## src/rtl/free_list_if.sv

```systemverilog
// Tag type and the dispatch/retire/squash bundle between the rename stage and the free list.
// The master side is rename/ROB; the slave side is the free list itself.
package free_list_pkg;
    parameter int unsigned FL_NUM_PHYS = 64;
    parameter int unsigned PHYS_W      = $clog2(FL_NUM_PHYS);

    typedef struct packed {
        logic [PHYS_W-1:0] phys_reg;
    } tag_t;
endpackage

interface free_list_if #(
    parameter int unsigned NUM_FREE = 32
);
    import free_list_pkg::*;

    logic                          dispatch_en;
    tag_t                          alloc_t;
    logic                          alloc_valid;
    logic                          retire_en;
    tag_t                          retire_t_old;
    logic                          squash_en;
    logic [$clog2(NUM_FREE+1)-1:0] free_count;

    modport master (
        output dispatch_en, retire_en, retire_t_old, squash_en,
        input  alloc_t, alloc_valid, free_count
    );

    modport slave (
        input  dispatch_en, retire_en, retire_t_old, squash_en,
        output alloc_t, alloc_valid, free_count
    );
endinterface

```

## src/rtl/free_list.sv

```systemverilog
// Circular FIFO of free physical tags: pops at dispatch, pushes T_old at retire,
// and on squash rewinds head to the tail so every in-flight tag becomes free again.
module free_list
    import free_list_pkg::*;
#(
    parameter  int unsigned NUM_PHYS = FL_NUM_PHYS,
    parameter  int unsigned NUM_ARCH = 32,
    localparam int unsigned NUM_FREE = NUM_PHYS - NUM_ARCH,
    localparam int unsigned PTR_W    = $clog2(NUM_FREE),
    localparam int unsigned CNT_W    = $clog2(NUM_FREE + 1)
) (
    input logic        clock,
    input logic        reset,
    free_list_if.slave fl
);

    logic [PHYS_W-1:0] buffer_q [NUM_FREE];
    logic [PTR_W-1:0]  head_q, head_d;
    logic [PTR_W-1:0]  tail_q, tail_d;
    logic [CNT_W-1:0]  count_q, count_d;

    logic alloc_valid;
    logic full;
    logic pop;
    logic push;

    function automatic logic [PTR_W-1:0] ptr_inc(input logic [PTR_W-1:0] p);
        return (p == PTR_W'(NUM_FREE - 1)) ? '0 : p + 1'b1;
    endfunction

    assign alloc_valid = (count_q != '0);
    assign full        = (count_q == CNT_W'(NUM_FREE));

    // A retire against a full list has nowhere to go; it is dropped and flagged below.
    assign pop  = fl.dispatch_en && alloc_valid && !fl.squash_en;
    assign push = fl.retire_en && !full;

    always_comb begin
        tail_d  = tail_q;
        head_d  = head_q;
        count_d = count_q;

        if (push) begin
            tail_d = ptr_inc(tail_q);
        end

        // buffer[tail..head-1] still holds the in-flight tags, so moving head back to
        // the post-retire tail returns all of them in one cycle.
        if (fl.squash_en) begin
            head_d  = tail_d;
            count_d = CNT_W'(NUM_FREE);
        end else begin
            if (pop) begin
                head_d = ptr_inc(head_q);
            end
            count_d = count_q - CNT_W'(pop) + CNT_W'(push);
        end
    end

    always_ff @(posedge clock) begin
        if (reset) begin
            head_q  <= '0;
            tail_q  <= '0;
            count_q <= CNT_W'(NUM_FREE);
            for (int i = 0; i < int'(NUM_FREE); i++) begin
                buffer_q[i] <= PHYS_W'(int'(NUM_ARCH) + i);
            end
        end else begin
            head_q  <= head_d;
            tail_q  <= tail_d;
            count_q <= count_d;
            if (push) begin
                buffer_q[tail_q] <= fl.retire_t_old.phys_reg;
            end
        end
    end

    // The offer reads the current head; a same-cycle push lands only at the next edge.
    assign fl.alloc_valid      = alloc_valid;
    assign fl.alloc_t.phys_reg = buffer_q[head_q];
    assign fl.free_count       = count_q;

    retire_on_full_a : assert property (@(posedge clock) disable iff (reset)
        !(fl.retire_en && full));

endmodule
```

## src/flat_wrapper.sv

```systemverilog
// flat-port wrapper written by rule: the top's interface ports become plain ports
module free_list_flat import free_list_pkg::*;
#(
    parameter  int unsigned NUM_PHYS = FL_NUM_PHYS,
    parameter  int unsigned NUM_ARCH = 32,
    localparam int unsigned NUM_FREE = NUM_PHYS - NUM_ARCH,
    localparam int unsigned PTR_W    = $clog2(NUM_FREE),
    localparam int unsigned CNT_W    = $clog2(NUM_FREE + 1)
)
  (clock, reset, fl_dispatch_en, fl_retire_en, fl_retire_t_old, fl_squash_en, fl_alloc_t, fl_alloc_valid, fl_free_count);
  free_list_if fl_i ();
  input logic clock;
  input logic reset;
  input wire logic [$bits(fl_i.dispatch_en)-1:0] fl_dispatch_en;
  input wire logic [$bits(fl_i.retire_en)-1:0] fl_retire_en;
  input wire logic [$bits(fl_i.retire_t_old)-1:0] fl_retire_t_old;
  input wire logic [$bits(fl_i.squash_en)-1:0] fl_squash_en;
  output wire logic [$bits(fl_i.alloc_t)-1:0] fl_alloc_t;
  output wire logic [$bits(fl_i.alloc_valid)-1:0] fl_alloc_valid;
  output wire logic [$bits(fl_i.free_count)-1:0] fl_free_count;
  assign fl_i.dispatch_en = fl_dispatch_en;
  assign fl_i.retire_en = fl_retire_en;
  assign fl_i.retire_t_old = fl_retire_t_old;
  assign fl_i.squash_en = fl_squash_en;
  assign fl_alloc_t = fl_i.alloc_t;
  assign fl_alloc_valid = fl_i.alloc_valid;
  assign fl_free_count = fl_i.free_count;
  free_list #(.NUM_PHYS(NUM_PHYS), .NUM_ARCH(NUM_ARCH)) u_core (.clock(clock), .reset(reset), .fl(fl_i));
endmodule
```

## config.mk

```make
export PLATFORM = sky130hd
export DESIGN_NAME = free_list_flat
export DESIGN_NICKNAME = d
export VERILOG_FILES = /design/src/rtl/free_list_if.sv /design/src/rtl/free_list.sv /design/src/flat_wrapper.sv
export SDC_FILE = /design/constraint.sdc
export NUM_CORES = 1
export LEC_CHECK = 0
export ABC_AREA = 1
export CAP_MARGIN = 0
export CORE_ASPECT_RATIO = 0.75
export CORE_MARGIN = 8
export CORE_UTILIZATION = 56
export DETAILED_ROUTE_END_ITERATION = 8
export PLACE_DENSITY = 0.76
export SYNTH_ARGS = -nofsm -noshare
export SYNTH_HDL_FRONTEND = slang
export SYNTH_SLANG_ARGS = --single-unit
```

## constraint.sdc

```tcl
create_clock -name clock -period 2.2 [get_ports clock]
set_input_delay 0.22 -clock clock [delete_from_list [all_inputs] [get_ports clock]]
set_output_delay 0.22 -clock clock [all_outputs]
set_load 0.01 [all_outputs]
```

# Word-level counts from Yosys, hierarchy flattened
# Memory sizes are Yosys's and may differ from the RTL's. A register that Yosys moved wholly into a read port is not among the register bits.
# Cells that the tools add are included.
# op_classes
addsub	4
n_eq_ne	3
muxes	15
n_reduce_logical	9
# op_table
cell	count
5-bit 2-to-1 mux	8
5-bit by 1-bit adder with 5-bit output, second input constant	2
5-bit equality test, second input constant	2
6-bit by 1-bit adder with 6-bit output	1
6-bit equality test, second input constant	1
1-bit 2-to-1 mux	6
6-bit 2-to-1 mux	1
6-bit nonzero test	1
6-bit OR reduction	1
6-bit by 1-bit subtractor with 6-bit output	1
1-bit logical AND	3
1-bit logical NOT	2
2-bit nonzero test	1
2-bit OR reduction	1
# totals
ff_bits	16
ramBits	192
inputBits	11
out_inout_bits	13
wordCells	35
n_memories	1
# memory_table
name	depth	word_bits	read_ports	rd_ports_with_merged_regs	wr	line_no	source
u_core.buffer_q	32	6	1	1	32	free_list.sv:17	logic [PHYS_W-1:0] buffer_q [NUM_FREE];

# Longest topological paths before layout
# Gate-level depths: netlist of run 1.
# depth
depth_word	8
ltp_mapped	14
ltp_nobuf	14

# Worst setup path before layout of run 1
# OpenSTA, ideal clock, no wires.
# synth_timing
path_kind	reg2reg
from	register u_core.count_q[2] (netlist: u_core.fl.free_count[2])
to	register u_core.count_q[4] (netlist: u_core.fl.free_count[4])
setup_ps	70
arrival_ps	2565
t_required_ps	2130
path_slack_ps	-434
stages_incl_launch_ff	14
cell_sequence	dfxtp_1 -> inv_1 -> ha_1 -> nand3_1 -> nand2_1 -> nor2_2 -> ha_1 -> inv_1 -> ha_1 -> inv_1 -> fa_1 -> o31ai_1 -> o21ai_0 -> a21oi_1
# synth_between
elab_chain_cells	5
elab_cells_between_ends	8
cone_classes	add/sub: 2; eq/ne: 1; reduce/logical: 5
# synth_lines
item	line_no	source
start, declared	free_list.sv:20	logic [CNT_W-1:0] count_q, count_d;
start signal, assigned	free_list.sv:64	count_q <= CNT_W'(NUM_FREE);
start signal, assigned	free_list.sv:71	count_q <= count_d;
6-bit nonzero test	free_list.sv:31	assign alloc_valid = (count_q != '0);
net fl_alloc_valid	flat_wrapper.sv:19	output wire logic [$bits(fl_i.alloc_valid)-1:0] fl_alloc_valid;
1-bit logical AND (2 in a row)	free_list.sv:35	assign pop = fl.dispatch_en && alloc_valid && !fl.squash_en;
6-bit by 1-bit subtractor with 6-bit output	free_list.sv:56	count_d = count_q - CNT_W'(pop) + CNT_W'(push);
6-bit by 1-bit adder with 6-bit output	free_list.sv:56	
# The timed path passes the listed nets, and every way through them passes these cells.
# A chain may end at the register's enable or synchronous reset.

==> results of run 1 <==
-- power by group through the flow --
stage	logic [µW]	registers (µW)	clock network [µW]
global route	2890	4610	4050
floorplan	1410	4660	0
global placement	2030	4680	0
CTS	2170	4600	3900
detailed placement	2070	4680	0
finish	2690	4600	3900
-- cells in the mapped netlist (2+ instances only) --
master | count | share of area, %
o21ai_0 | 7 | 0.34
ha_1 | 16 | 1.9
clkbuf_1 | 24 | 0.86
buf_1 | 7 | 0.25
nand4_1 | 3 | 0.18
a21oi_1 | 9 | 0.43
buf_2 | 24 | 1.2
inv_2 | 36 | 1.3
nor2_4 | 24 | 2.6
nand3_1 | 162 | 7.8
edfxtp_1 | 192 | 55
nor2_1 | 93 | 3.3
inv_1 | 40 | 1.4
nor2_2 | 7 | 0.42
dfxtp_1 | 21 | 4.0
nand2_8 | 3 | 0.58
buf_6 | 2 | 0.22
buf_4 | 5 | 0.36
nand2_1 | 446 | 16
nor3_1 | 7 | 0.34
-- through the flow --
| stage | worst slack (ns) | hold slack (ns) | util, % | instance area [µm²] |
|---|---|---|---|---|
| after floorplan | 0.00461 | 0.432 | - | 10500 |
| after global routing | -0.146 | 0.581 | 70.2 | 12900 |
| final | -0.0575 | 0.562 | 70.2 | 12900 |
| after detailed placement | -0.0708 | 0.589 | 61.4 | 11300 |
| after CTS | -0.000789 | 0.560 | 66.2 | 12200 |
| after global placement | -0.0259 | 0.562 | 61.4 | 11300 |
-- kinds of logic (layout without fill, tap and decap cells) --
kind of cell,count (synthesis),after routing,share of synthesized area [%]
buffers and inverters,139,220,5.63
DFF,213,213,59.2
AOI/OAI and AO/OA,19,19,0.982
and+or+nand+nor,753,753,32.0
adders and majority gates,17,17,2.11
-- sequential cells by signal, indices dropped and copies added (netlist names), named ones only --
register and flops:
u_core.buffer_q 192, u_core.fl.free_count 6, u_core.head_q 5, u_core.tail_q 5
-- worst reg2reg max path: stages (launching register included) --
cell	delay [ns]
dfxtp_2	0.35
inv_2	0.05
ha_4	0.17
nand3_4	0.09
nand2_4	0.06
nor2_4	0.11
ha_4	0.21
inv_2	0.06
ha_4	0.13
inv_2	0.04
fa_2	0.41
o31ai_4	0.27
o21ai_1	0.10
a21oi_1	0.11
-- path summary, 6_finish.rpt --
kind | startpoint | end | cells past startpoint
max | flop | fl_alloc_t[4] | 11
min reg2reg | u_core.tail_q[4]$_SDFF_PP0_ | u_core.tail_q[4]$_SDFF_PP0_ | 2
max reg2reg | u_core.fl.free_count[3]$_SDFF_PP0_ | u_core.fl.free_count[4]$_SDFF_PP0_ | 13
min | fl_squash_en | flop | 4
-- routing by layer --
layer	wire length (µm)	track usage [%]
met1	11400	31.5
met2	12800	34.5
met3	3250	3.71
met4	754	5.92
met5	0	0
-- layout make-up --
type	count	area (µm²)
timing repair buffer	104	1160
sequential	213	6200
multi-input combinational	789	4190
inverter	77	302
clock buffer	29	651
clock inverter	10	108
fill	1328	5480
tap	247	309
-- cell usage in the layout (no fill, tap or decap), types with 12 or more instances in the layout --
cell / count
nand2_1: 399
edfxtp_1: 192
nand3_1: 103
nor2_1: 92
nand3_2: 57
buf_4: 54
nand2_2: 46
inv_2: 42
inv_1: 34
clkbuf_16: 32
nor2_4: 26
clkdlybuf4s50_1: 17
dfxtp_1: 15
ha_1: 12
-- what timing repair did --
| action | 4_1_cts | 5_1_grt |
|---|---|---|
| pin swaps | 9 | 37 |
| setup endpoints to repair | 6 | 50 |
| gates cloned | 3 | 8 |
| hold buffers | 0 | 0 |
| resized for setup | 39 | 125 |
| buffers inserted | 1 | 9 |
==> flow_summary.json, run 1 <==
{
  "ys_seq_area_share_pct": 59.2,
  "instances_no_fill": 1469,
  "wl_um": 28300,
  "die_h_um": 134,
  "cts_made_buffers": 22,
  "p_clk_share_pct": 34.8,
  "drcViolationCount": 0,
  "fin_crit_ns": 2.26,
  "setup-tns-final_ns": -0.211,
  "start_util_pct": 56.8,
  "synth_area_mm2": 0.0104,
  "io_pins": 24,
  "path_common_cell": "nand2_1",
  "p_comb_share_pct": 24.1,
  "ys_warn_count": 0,
  "crit_buf_inv": 3,
  "p_per_area_mw_per_mm2": 867,
  "worst_slack_ns": -0.0575,
  "layout-drive-gt1-share_pct": 26.5,
  "clock_skew_ns": 0.00966,
  "grt_antenna_before_repair": 0,
  "p_int_uw": 7880,
  "path_clk_slew_ns": 0.06,
  "setup_viol": 6,
  "num_rows": 43,
  "synth_seq_cells": 213,
  "crit_chain": "buf_8 -> clkbuf_16 -> nand2_1 -> nand3_1 -> nand3_1 -> nand2_1 -> nand2_1 -> nand2_1 -> nand2_1 -> nand2_1 -> buf_2",
  "clock_path_buffers": 3,
  "cp_slowest_cell": "dfxtp_4",
  "critPathCaptureType": "primary output",
  "max_freq_mhz": 443,
  "power.total_uw": 11200,
  "failed_checks": "negative setup slack",
  "rrSetupSlack_ns": -0.02,
  "ir_worst_vdd_mv": 0.512,
  "crit_fanout": 7,
  "clock-sinks": 213,
  "hp-class": "in -> reg",
  "syn_inst": 1141,
  "drv_cap": 0,
  "wl_per_cell_um": 19.2,
  "coreArea_mm2": 0.0184,
  "syn_nets": 1169,
  "status": "finished with violations",
  "max_stage_delay_ns": 0.43,
  "max-slew-margin-rel_pct": 45.4,
  "rsz0062_at_grt": "true",
  "synth_edf_count": 192,
  "p_sw_share_pct": 29.6,
  "required_ns": 1.98,
  "cts_max_level": 1,
  "slew_violations": 0,
  "fin_crit_sh_pct": 103,
  "arrival_ns": 2.04,
  "cts_root_buffer": "clkbuf_16",
  "antennaDiodeCount": 0,
  "tightestPinTransition_ns": 0.811,
  "cp-start-kind": "flop",
  "gr-total-overflow": 0,
  "nets": 1235,
  "postRouteAntennaNets": 0,
  "critPathKind": "reg -> out",
  "grt_pass1_vias": 7495,
  "dieWidth_um": 174,
  "synth_cell_types": 33,
  "via_count": 8481,
  "dieArea_mm2": 0.0233,
  "seq_power_share_pct": 41.1,
  "dp_cells": 1410,
  "grt_pass1_wl_um": 40600,
  "area_growth_pct": 23.7,
  "cts_tree": "yes",
  "async_reset_ff_share_pct": 0,
  "vias_per_cell": 5.77,
  "hold_viol": 0,
  "synth_ff_type": "edfxtp_1",
  "worstSkewPairLatency_ns": 0.51,
  "synth.avg_cell_area_um2": 9.15,
  "hpwl_um": 17200,
  "place.port_buffers": 23,
  "drtIter0Drc": 1244,
  "first_pass_iters": 5,
  "p_sw_uw": 3310,
  "leakagePower_uw": 0.00479,
  "gp_congestion": 0.870,
  "grt_use_total_pct": 22.1,
  "critPathTopFamily": "simple AND/OR/NAND/NOR gates",
  "grt_max_degree": 33
}
Power figures use the tool's default switching activity.
==> inputs of run 2 (changes only) <==
- CORE_UTILIZATION: 56 -> 62
- PLACE_DENSITY: 0.76 -> 0.8
- REMOVE_ABC_BUFFERS: not set -> 1
- clock period: 2.2 -> 2.31 ns (I/O delays scaled with it)
==> flow_summary.json, run 2 (synthesized netlist as in run 1, its figures left out) <==
{
  "status": "finished with violations",
  "failed_checks": "negative setup slack",
  "crit_end": "fl_alloc_t[5]",
  "worst_slack_ns": -0.00882,
  "clock_path_buffers": 3,
  "first_pass_iters": 8,
  "setup_viol": 2,
  "grt_pass1_vias": 7811,
  "grt_pass1_wl_um": 41100,
  "drv_cap": 0,
  "coreArea_mm2": 0.0167,
  "r2r_cells": 13,
  "gp_congestion": 0.877,
  "vias_per_cell": 5.90,
  "hpwl_um": 15700,
  "clock_skew_ns": 0.0104,
  "hp-class": "in -> reg",
  "wl_per_cell_um": 19.6,
  "tightestPinTransition_ns": 0.916,
  "rsz0062_at_grt": "true",
  "rr_endpoint": "u_core.fl.free_count[4]$_SDFF_PP0_",
  "fin_crit_ns": 2.32,
  "drcViolationCount": 0,
  "layout-drive-gt1-share_pct": 19.7,
  "hold_viol": 0,
  "post_dp_cell_area_mm2": 0.0111,
  "crit_fanout": 7,
  "design_area_mm2": 0.0124,
  "hold_slack_ns": 0.508,
  "max_freq_mhz": 431,
  "area_growth_pct": 19.2,
  "worstSkewPairLatency_ns": 0.50,
  "setup-tns-final_ns": -0.0111,
  "cts_made_buffers": 22,
  "cts_root_buffer": "clkbuf_16",
  "leakagePower_uw": 0.00466,
  "max_flop_register": "u_core.buffer_q",
  "grt_use_total_pct": 24.4,
  "final_cell_mix": "427 x nand2_1, 192 x edfxtp_1, 135 x nand3_1",
  "cts_max_level": 1,
  "cts_tree": "yes",
  "largest_reg_flops": 192,
  "instances_no_fill": 1419,
  "antennaDiodeCount": 0,
  "grt_max_degree": 49,
  "dieWidth_um": 166,
  "gr-total-overflow": 0,
  "die_h_um": 128,
  "drtIter0Drc": 987,
  "ctsHoldBuffers": 0,
  "ir_worst_vdd_mv": 0.684,
  "wl_um": 27900,
  "max-slew-margin-rel_pct": 38.3,
  "rrSetupSlack_ns": 0.01,
  "final_common_cell": "nand2_1",
  "postRouteAntennaNets": 0,
  "grt_antenna_before_repair": 0,
  "worstReg2RegStart": "u_core.fl.free_count[5]$_SDFF_PP1_",
  "critPathKind": "reg -> out",
  "power.total_uw": 10500,
  "path_clk_slew_ns": 0.06,
  "dieArea_mm2": 0.0213,
  "slew_violations": 0,
  "io_pins": 24,
  "critPathCaptureType": "primary output",
  "place.port_buffers": 23,
  "dp_cells": 1366,
  "nets": 1219,
  "p_per_area_mw_per_mm2": 844,
  "fin_crit_sh_pct": 100,
  "fill_cells": 1072,
  "arrival_ns": 2.09,
  "start_util_pct": 62.6,
  "required_ns": 2.08,
  "via_count": 8374,
  "cp-start-kind": "flop",
  "num_rows": 41,
  "clock-sinks": 213
}
## run 2: cell types whose count changed in the layout (fill, tap and decap cells not counted), sizes merged
cell | previous run | this run
clkinv | 6 | 7
bufinv | 2 | 3
buf | 80 | 63
clkinvlp | 2 | 0
inv | 77 | 76
## run 2: through the flow
| stage | utilization [%] | setup slack, ns |
|---|---|---|
| after detailed placement | 66.7 | -0.0916 |
| after floorplan | - | -1.09 |
| final | 74.6 | -0.00882 |
| after CTS | 72.1 | -0.0455 |
| after global placement | 66.7 | -0.0633 |
| after global routing | 74.6 | -0.158 |
## run 2: repair_timing
item / in CTS / in global routing
setup endpoints to repair: 8 / 10
setup buffers: 2 / 2
gates cloned: 3 / 9
pin swaps: 1 / 20
hold endpoints to repair: 0 / 0
resized for setup: 36 / 68
## run 2: area by class of cell
cell class	count	area (µm²)	share of cell area, %
Clock buffer	28	594	4.78
Multi-Input combinational cell	789	3890	31.2
Inverter	77	302	2.42
Clock inverter	9	119	0.955
Tap cell	215	269	2.16
Timing Repair Buffer	88	1080	8.70
Sequential cell	213	6190	49.8
## run 2: report_power, final
part           total (µW)  switching, µW  internal [µW]
logic                2530           1560            974
clock network        3600           1460           2140
registers            4370           69.3           4300
## run 2: per-layer routing
metal	wire, µm	GRT usage, %	vias up
met2	12800	40.1	569
met5	0	0	-
met1	10800	32.9	3871
met3	3310	3.73	87
met4	932	8.58	0
li1	-	-	3847
## run 2: worst min path at each step
stage	depth (start not counted)	end	slack, ns	from
floorplan	1	u_core.tail_q[2]$_SDFF_PP0_	0.30	reset
global placement	2	u_core.tail_q[4]$_SDFF_PP0_	0.59	u_core.tail_q[4]$_SDFF_PP0_
detailed placement	2	u_core.tail_q[4]$_SDFF_PP0_	0.58	u_core.tail_q[4]$_SDFF_PP0_
CTS	2	u_core.tail_q[2]$_SDFF_PP0_	0.50	reset
global route	2	u_core.tail_q[2]$_SDFF_PP0_	0.51	reset
finish	2	u_core.tail_q[2]$_SDFF_PP0_	0.51	reset
## run 2: worst max-delay path: stages (launching register included)
cell and delay, ns:
dfxtp_4 0.42, buf_12 0.17, buf_4 0.12, buf_6 0.12, nand2_1 0.07, nand3_1 0.11
nand3_2 0.10, nand2_2 0.09, nand2_1 0.05, nand2_1 0.07, nand2_2 0.07, nand2_2 0.10
buf_6 0.10
